===== src/rtl/eight_bit_search_ctrl_if.sv =====
`default_nettype none
// ============================================================================
// Module   : eight_bit_search_ctrl_if
// Brief    : Start/flag/result bundle between the search controller and the
//            magnitude comparator it drives.
// Revision : 1.0
// ============================================================================
interface eight_bit_search_ctrl_if #(
   parameter int WIDTH = 8
);
   logic             start;
   logic             less;
   logic             equal;
   logic             greater;
   logic [WIDTH-1:0] guess;
   logic             busy;
   logic             done;
   logic             err;
   logic [WIDTH-1:0] found;
   logic [3:0]       steps;

   modport master (
      input  start, less, equal, greater,
      output guess, busy, done, err, found, steps
   );

   modport slave (
      output start, less, equal, greater,
      input  guess, busy, done, err, found, steps
   );
endinterface
`default_nettype wire


===== src/rtl/eight_bit_search_ctrl.sv =====
`default_nettype none
// ============================================================================
// Module   : eight_bit_search_ctrl
// Brief    : Binary-searches the comparator's A operand by driving guesses on
//            B and narrowing [lo, hi] from the returned flags.
// Revision : 1.0
// ============================================================================
module eight_bit_search_ctrl #(
   parameter int WIDTH = 8
) (
   input  logic                     clk,
   input  logic                     reset,
   eight_bit_search_ctrl_if.master  bus
);
   localparam logic [WIDTH-1:0] C_MAX   = {WIDTH{1'b1}};
   localparam logic [WIDTH-1:0] C_FIRST = {1'b0, {(WIDTH-1){1'b1}}};

   typedef enum logic [1:0] {
      S_IDLE   = 2'd0,
      S_SEARCH = 2'd1,
      S_DONE   = 2'd2
   } state_t;

   state_t           state_q, state_d;
   logic [WIDTH-1:0] lo_q, lo_d;
   logic [WIDTH-1:0] hi_q, hi_d;
   logic [WIDTH-1:0] guess_q, guess_d;
   logic [WIDTH-1:0] found_q, found_d;
   logic [3:0]       steps_q, steps_d;
   logic             err_q, err_d;

   logic [WIDTH-1:0] w_guess_dec;
   logic [WIDTH-1:0] w_guess_inc;
   logic             w_abort;

   // Only consumed when guess is known not to be at the matching boundary.
   assign w_guess_dec = guess_q - 1'b1;
   assign w_guess_inc = guess_q + 1'b1;

   always_comb begin
      state_d = state_q;
      lo_d    = lo_q;
      hi_d    = hi_q;
      guess_d = guess_q;
      found_d = found_q;
      steps_d = steps_q;
      err_d   = err_q;
      w_abort = 1'b0;

      case (state_q)
         S_IDLE, S_DONE: begin
            if (bus.start) begin
               state_d = S_SEARCH;
               lo_d    = '0;
               hi_d    = C_MAX;
               guess_d = C_FIRST;
               err_d   = 1'b0;
               steps_d = 4'd0;
            end
         end
         S_SEARCH: begin
            steps_d = (steps_q == 4'd15) ? steps_q : steps_q + 4'd1;
            if (!$onehot({bus.less, bus.equal, bus.greater})) begin
               w_abort = 1'b1;
            end else if (bus.equal) begin
               state_d = S_DONE;
               found_d = guess_q;
            end else if (bus.less) begin
               if (guess_q == '0 || lo_q > w_guess_dec) begin
                  w_abort = 1'b1;
               end else begin
                  hi_d    = w_guess_dec;
                  guess_d = WIDTH'(({1'b0, lo_q} + {1'b0, w_guess_dec}) >> 1);
               end
            end else begin
               if (guess_q == C_MAX || w_guess_inc > hi_q) begin
                  w_abort = 1'b1;
               end else begin
                  lo_d    = w_guess_inc;
                  guess_d = WIDTH'(({1'b0, w_guess_inc} + {1'b0, hi_q}) >> 1);
               end
            end
            if (w_abort) begin
               state_d = S_DONE;
               err_d   = 1'b1;
            end
         end
         default: state_d = S_IDLE;
      endcase
   end

   always_ff @(posedge clk) begin
      if (reset) begin
         state_q <= S_IDLE;
         lo_q    <= '0;
         hi_q    <= '0;
         guess_q <= '0;
         found_q <= '0;
         steps_q <= 4'd0;
         err_q   <= 1'b0;
      end else begin
         state_q <= state_d;
         lo_q    <= lo_d;
         hi_q    <= hi_d;
         guess_q <= guess_d;
         found_q <= found_d;
         steps_q <= steps_d;
         err_q   <= err_d;
      end
   end

   assign bus.guess = guess_q;
   assign bus.busy  = (state_q == S_SEARCH);
   assign bus.done  = (state_q == S_DONE);
   assign bus.err   = err_q;
   assign bus.found = found_q;
   assign bus.steps = steps_q;
endmodule
`default_nettype wire


===== src/flat_wrapper.sv =====
// flat-port wrapper written by rule: the top's interface ports become plain ports
module eight_bit_search_ctrl_flat 
#(
   parameter int WIDTH = 8
)
  (clk, reset, bus_start, bus_less, bus_equal, bus_greater, bus_guess, bus_busy, bus_done, bus_err, bus_found, bus_steps);
  eight_bit_search_ctrl_if #(.WIDTH(WIDTH)) bus_i ();
  input  logic clk;
  input  logic reset;
  input wire logic [$bits(bus_i.start)-1:0] bus_start;
  input wire logic [$bits(bus_i.less)-1:0] bus_less;
  input wire logic [$bits(bus_i.equal)-1:0] bus_equal;
  input wire logic [$bits(bus_i.greater)-1:0] bus_greater;
  output wire logic [$bits(bus_i.guess)-1:0] bus_guess;
  output wire logic [$bits(bus_i.busy)-1:0] bus_busy;
  output wire logic [$bits(bus_i.done)-1:0] bus_done;
  output wire logic [$bits(bus_i.err)-1:0] bus_err;
  output wire logic [$bits(bus_i.found)-1:0] bus_found;
  output wire logic [$bits(bus_i.steps)-1:0] bus_steps;
  assign bus_i.start = bus_start;
  assign bus_i.less = bus_less;
  assign bus_i.equal = bus_equal;
  assign bus_i.greater = bus_greater;
  assign bus_guess = bus_i.guess;
  assign bus_busy = bus_i.busy;
  assign bus_done = bus_i.done;
  assign bus_err = bus_i.err;
  assign bus_found = bus_i.found;
  assign bus_steps = bus_i.steps;
  eight_bit_search_ctrl #(.WIDTH(WIDTH)) u_core (.clk(clk), .reset(reset), .bus(bus_i));
endmodule

===== config.mk =====
export PLATFORM = sky130hd
export DESIGN_NAME = eight_bit_search_ctrl_flat
export DESIGN_NICKNAME = d
export VERILOG_FILES = /design/src/rtl/eight_bit_search_ctrl_if.sv /design/src/rtl/eight_bit_search_ctrl.sv /design/src/flat_wrapper.sv
export SDC_FILE = /design/constraint.sdc
export NUM_CORES = 1
export LEC_CHECK = 0
export ABC_AREA = 1
export ABC_CLOCK_PERIOD_IN_PS = 2330
export BUFFER_PORTS_ARGS = -buffer_cell sky130_fd_sc_hd__buf_2
export CORE_AREA = 4 4 106 68
export DETAILED_ROUTE_END_ITERATION = 10
export DIE_AREA = 0 0 110 72
export PLACE_DENSITY = 0.7
export SYNTH_ARGS = -nofsm -noshare
export SYNTH_HDL_FRONTEND = slang
export SYNTH_SLANG_ARGS = --single-unit

===== constraint.sdc =====
create_clock -name clk -period 2.33 [get_ports clk]
set_input_delay 0.1165 -clock clk [delete_from_list [all_inputs] [get_ports clk]]
set_output_delay 0.1165 -clock clk [all_outputs]
set_load 0.005 [all_outputs]

# After elaboration in Yosys (flattened, before gate mapping)
# Cells that the tools add are included.
# totals
ff_bits	39
latch_bits	0
mem_bits_rw	0
mem_bits_ro	0
inputBits	6
out_inout_bits	23
elab_cells	83
n_memories	0
# op_classes
add_sub_neg	7
n_mul	0
div_mod_pow	0
magnitude_cmp	2
n_eq_ne	18
shifts	0
muxes	36
bitwise_logic	0
reduce_logical	13
# op_table
operator	count
$mux W8	16
$pmux W8 S2	3
$add A8 B8 Y9	2
$reduce_and A6 Y1	3
$gt A8 B8 Y1	2
$ne A2 B2 Y1 const B	7
$reduce_and A3 Y1	4
$add A8 B1 Y8 const B	1
$eq A8 B8 Y1 const B	1
$logic_not A8 Y1	1
$mux W1	8
$mux W2	4
$mux W4	2
$pmux W4 S2	1
$sub A8 B1 Y8 const B	1
$ne A3 B3 Y1 const B	2
$add A4 B1 Y4 const B	1
$eq A2 B1 Y1 const B	2
$eq A4 B4 Y1 const B	1
$ne A2 B1 Y1 const B	2
$pmux W2 S2	1
$ne A3 B1 Y1 const B	1
$ne A3 B2 Y1 const B	1
$add A1 B1 Y2	1
other kinds (7)	8

# Logic depth before layout (Yosys ltp)
# depth
word_depth	10
mapped_depth	20

# Least setup slack after synthesis
# OpenSTA, ideal clock, no wires.
# synth_timing
path_kind	register -> register
start	reg u_core.guess_q[2] (netlist: u_core.bus.guess[2])
end	reg u_core.guess_q[6] (netlist: u_core.bus.guess[6])
arrival_time_ps	2543
slack_ps	-279
stages_incl_launch_ff	20
period_less_slack_ps	2609
cell_sequence	dfxtp_1 > buf_6 > inv_2 > nor3_2 > nand3_1 > nor3_1 > xor2_1 > inv_1 > ha_1 > nand2_1 > nor3_2 > o21ai_1 > nand2_1 > nand2_1 > nand3_2 > inv_2 > a21oi_4 > buf_6 > nand3_2 > a21oi_2
# synth_between
elab_chain_cells	7
# synth_lines
item	line	text
from (decl)	eight_bit_search_ctrl.sv:27	logic [WIDTH-1:0] guess_q, guess_d;
from (signal assigned)	eight_bit_search_ctrl.sv:105	guess_q <= guess_d;
$add A8 B1 Y8 / $sub A8 B1 Y8 (equally long branches)	eight_bit_search_ctrl.sv:38, eight_bit_search_ctrl.sv:37	
$add A8 B8 Y9, on equally long branches	eight_bit_search_ctrl.sv:80, eight_bit_search_ctrl.sv:73	
$mux W8, on equally long branches	eight_bit_search_ctrl.sv:76, eight_bit_search_ctrl.sv:69	
$mux W8	eight_bit_search_ctrl.sv:68	end else if (bus.less) begin
$mux W8	eight_bit_search_ctrl.sv:65	end else if (bus.equal) begin
$mux W8	eight_bit_search_ctrl.sv:63	if (!$onehot({bus.less, bus.equal, bus.greater})) begin
$pmux W8 S2	eight_bit_search_ctrl.sv:50	case (state_q)
# Several ways; a longest one is shown, not always the timed one. The select of a mux whose other input is x is not followed.
# A chain may end at the register's enable or synchronous reset.

# Worst setup path in the final report
# layout_timing
start	reg u_core.guess_q[1] (netlist: u_core.bus.guess[1])
end	reg u_core.lo_q[7]
# layout_between
elab_chain_cells	6
# layout_lines
item	line	text
parallel branches: the longest is 6 deep, another holds $add A8 B1 Y8	-	
to (signal assigned)	eight_bit_search_ctrl.sv:103	lo_q <= lo_d;
to (decl)	eight_bit_search_ctrl.sv:25	logic [WIDTH-1:0] lo_q, lo_d;
# Parallel ways; which one is timed is not known. The select of a mux whose other input is x is not followed.

==> summary.md <==
| Metric | Value |
|---|---|
| Status | finished, violations left |
| Failing checks | setup timing |
| Reg power frac | 28.8% |
| Min Tclk post-route | ~2.8 ns |
| Number of routed nets with antenna violations | 0 |
| Dominant cell by count in the synthesized netlist | nor2_1 |
| DR pass1 iterations | 4 |
| Design Area, Final | 4230 um2 |
| Mapped Area | 3020 um2 |
| Worst slack, placed | -0.549 ns |
| IO Count | 29 |
| Startpoint Class | register |
| Critical path fanouts, max | 8 |
| Worst Tran Pin Value | between 0.4 and 0.5 ns |
| Peak supply drop | 0.000524 V |
| Post-synth EDFFs | 0 |
| Fill cell count | roughly 540 |
| Sequential fraction of the synthesis area | 25.8% |
| Sw Pwr | between 1 and 1.5 mW |
| Die span in y | a little over 70 um |
| Final setup margin | -0.487 ns |
| Largest net degree at the start of global routing | 33 |
| Post-Synth XOR/XNOR Area | 2.90% |
| Area growth syn-to-layout | 39.8% |
| Via count | 3,300 |
| Worst skew pair latency | 0.32 ns |
| Final setup violation count | 27 |
| Fin crit share | 121% |
| DP Area | roughly 4000 um2 |
| Post-Synth Adder-Cell Area | 15.6% |
| RSZ-0062 raised after global routing | yes |
| Wirelength per Cell | between 10 and 15 um |
| Compound-cell area share of the yosys netlist | 17.3% |
| Syn Inst Count | 438 |
| Overflow left after global routing | 0 |
| Comb pwr share | 48.8% |
| Leakage | 2.13 nW |
| Netlist cell types | just over 40 |
| Share of total power in the clock network | 22.4% |
| Sw frac | 39.0% |
| Core ar. | 6360 um2 |
| Largest family of logic cells by synthesized area | simple AND/OR/NAND/NOR gates |
| Die Span X | 110 um |
| GPL Wtd Cong | 0.908 |
| Max transition margin | between 60% and 70% |
| Highest clock rate | 0.355 GHz |
| Setup TNS | -10.68 ns |
| Post-synth top cells | 63 x nor2_1, 62 x nand2_1, 52 x inv_1 |
| CTS Buf Count | 5 |
| Initial core utilization | 47.6% |
| DR DRC count | 0 |
| Crit path DAT | 3.02 ns |
| Ys Warns | 0 |
| Root Driver | clkbuf_8 |
| Hold Buf Count CTS | 0 |
| Util after Layout | 66.5% |
| First-pass GRT wire length | 14,800 um |
| Post-Synth Simple-Gate Area | 28.3% |
| Synth async-reset ratio | 0% |
| Clock slew at reported path FFs | 0.09 ns |
| Initial antenna violation count | 0 |
| Clk buf depth | 2 |
| Slew Limit Fails | 0 |
| Post-DR vias/cell | 5.18 |
| #FFs+latches synth | 39 |
| Synth top area share | 25.8% |
| TritonCTS Sinks | 39 |
| Syn nets | 480 |
| Hold crit path type | in2reg |
| Main synth FF type | dfxtp_1 |
| Clk_skew | 0.0138 ns |
| Final hold slack | 0.0284 ns |
| Max_cap viols | 0 |
| Internal power | 1.65 mW |
| Crit Path Class | reg2reg |
| CTS tree | yes |
| Number of diodes | 0 |
| Crit end category | register |
| Die ar. | a little under 8000 um2 |
| CP required | 2.53 ns |
| # port buffers | 28 |
| Global-route usage over all layers | between 20% and 30% |
| Mux contribution to synthesized area | 0% |
| HPWL after DPL | approximately 7200 um |
| Avg Cell Area, Syn | 6.90 um2 |
| Final Hold Vio Count | 0 |
| 1st-iter DRT viols | 208 |
| Final #Nets | between 500 and 600 |
| Main area contributors after synthesis | dfxtp_1 26%, ha_1 14%, nor2_1 7.8% |
| Leading area contributor after synthesis | dfxtp_1 |
| Num rows | 23 |
| Share of layout cells above drive strength 1 | 34.7% |
| Final wirelength | 9510 um |
| Pwr Density | around 640 nW/um2 |
| Vias in the first global route | 3,064 |
| Htree depth | 2 |
==> layout by cell type (no fill, tap or decap), drive strengths merged <==
cell type	netlist	layout
dfxtp	39	39
nor2	69	69
inv	62	62
o21ai	42	42
nand3	31	31
clkinv	0	2
xnor2	1	1
o21bai	1	1
o22ai	2	2
or2	2	2
nor4	1	1
a31oi	1	1
clkbuf	3	5
fa	3	3
bufinv	0	1
nor3b	2	2
xor2	9	9
o2111ai	1	1
a221oi	1	1
nand4	6	6
buf	9	116
ha	33	33
nor3	8	8
o21a	1	1
a211oi	2	2
a21oi	44	44
nand2	65	65
==> worst max-delay path, cell delays in order (launching register included) <==
cell	delay, ns
dfxtp_2	0.37
inv_4	0.05
nor3_4	0.21
nand3_2	0.14
nor3_2	0.17
xor2_1	0.21
inv_2	0.09
ha_4	0.29
nand2_4	0.06
nor3_4	0.13
o21ai_1	0.09
nand2_1	0.07
nand2_2	0.08
nand3_4	0.09
inv_2	0.05
a21oi_4	0.25
inv_4	0.12
o21ai_2	0.16
nor2_1	0.05
==> layer usage <==
metal	global-route usage, %	part of all wire [%]	vias up
li1	-	-	1656
met1	35.6	47	1511
met2	35.9	43	118
met3	4.89	7.9	15
met4	6.64	1.5	0
met5	0	0	-
==> kinds of logic (layout without fill, tap and decap cells) <==
logic type	after synthesis	after routing
compound gates	95	95
xor+xnor	10	10
buf+inv	74	186
flops	39	39
fa+ha+maj	36	36
simple gates	184	184
==> sequential cells by signal, indices dropped and copies added (netlist names) <==
| register | count |
|---|---|
| u_core.bus.err | 1 |
| u_core.bus.steps | 4 |
| u_core.hi_q | 8 |
| u_core.state_q | 2 |
| u_core.bus.found | 8 |
| u_core.bus.guess | 8 |
| u_core.lo_q | 8 |
==> final cells by class <==
cell class | count | area, um2 | share of cell area, %
multi-input combinational | 325 | 2170 | 51.4
timing repair buffer | 116 | 805 | 19.0
sequential | 39 | 787 | 18.6
inverter | 62 | 243 | 5.74
tap | 87 | 109 | 2.57
clock buffer | 5 | 68.8 | 1.63
clock inverter | 3 | 43.8 | 1.04
==> timing repair <==
item                       CTS  global route
pin swaps                    6             4
gates resized for setup     17            23
setup buffers                4             3
setup endpoints to repair   27            27
==> through the flow <==
stage	power (mW)	std cells
detailed placement	1.98	622
CTS	2.63	634
global route	2.87	637
finish	2.70	637
floorplan	1.44	438
global placement	1.95	622
==> worst paths after layout <==
check	from	endpoint	slack, ns	depth (start not counted)
max	u_core.bus.guess[1]	u_core.lo_q[7]	-0.49	18
min	reset	u_core.bus.guess[6]	0.03	2
max reg2reg	u_core.bus.guess[1]	u_core.lo_q[7]	-0.49	18
min reg2reg	u_core.bus.err	u_core.bus.err	0.45	2
==> power groups by stage <==
stage / clock network (mW) / registers [mW] / logic [mW]
floorplan: 0 / 0.777 / 0.659
global placement: 0 / 0.788 / 1.16
detailed placement: 0 / 0.790 / 1.19
CTS: 0.606 / 0.777 / 1.25
global route: 0.644 / 0.786 / 1.44
finish: 0.605 / 0.779 / 1.32
Note: power is estimated with default switching activity, not from simulation.
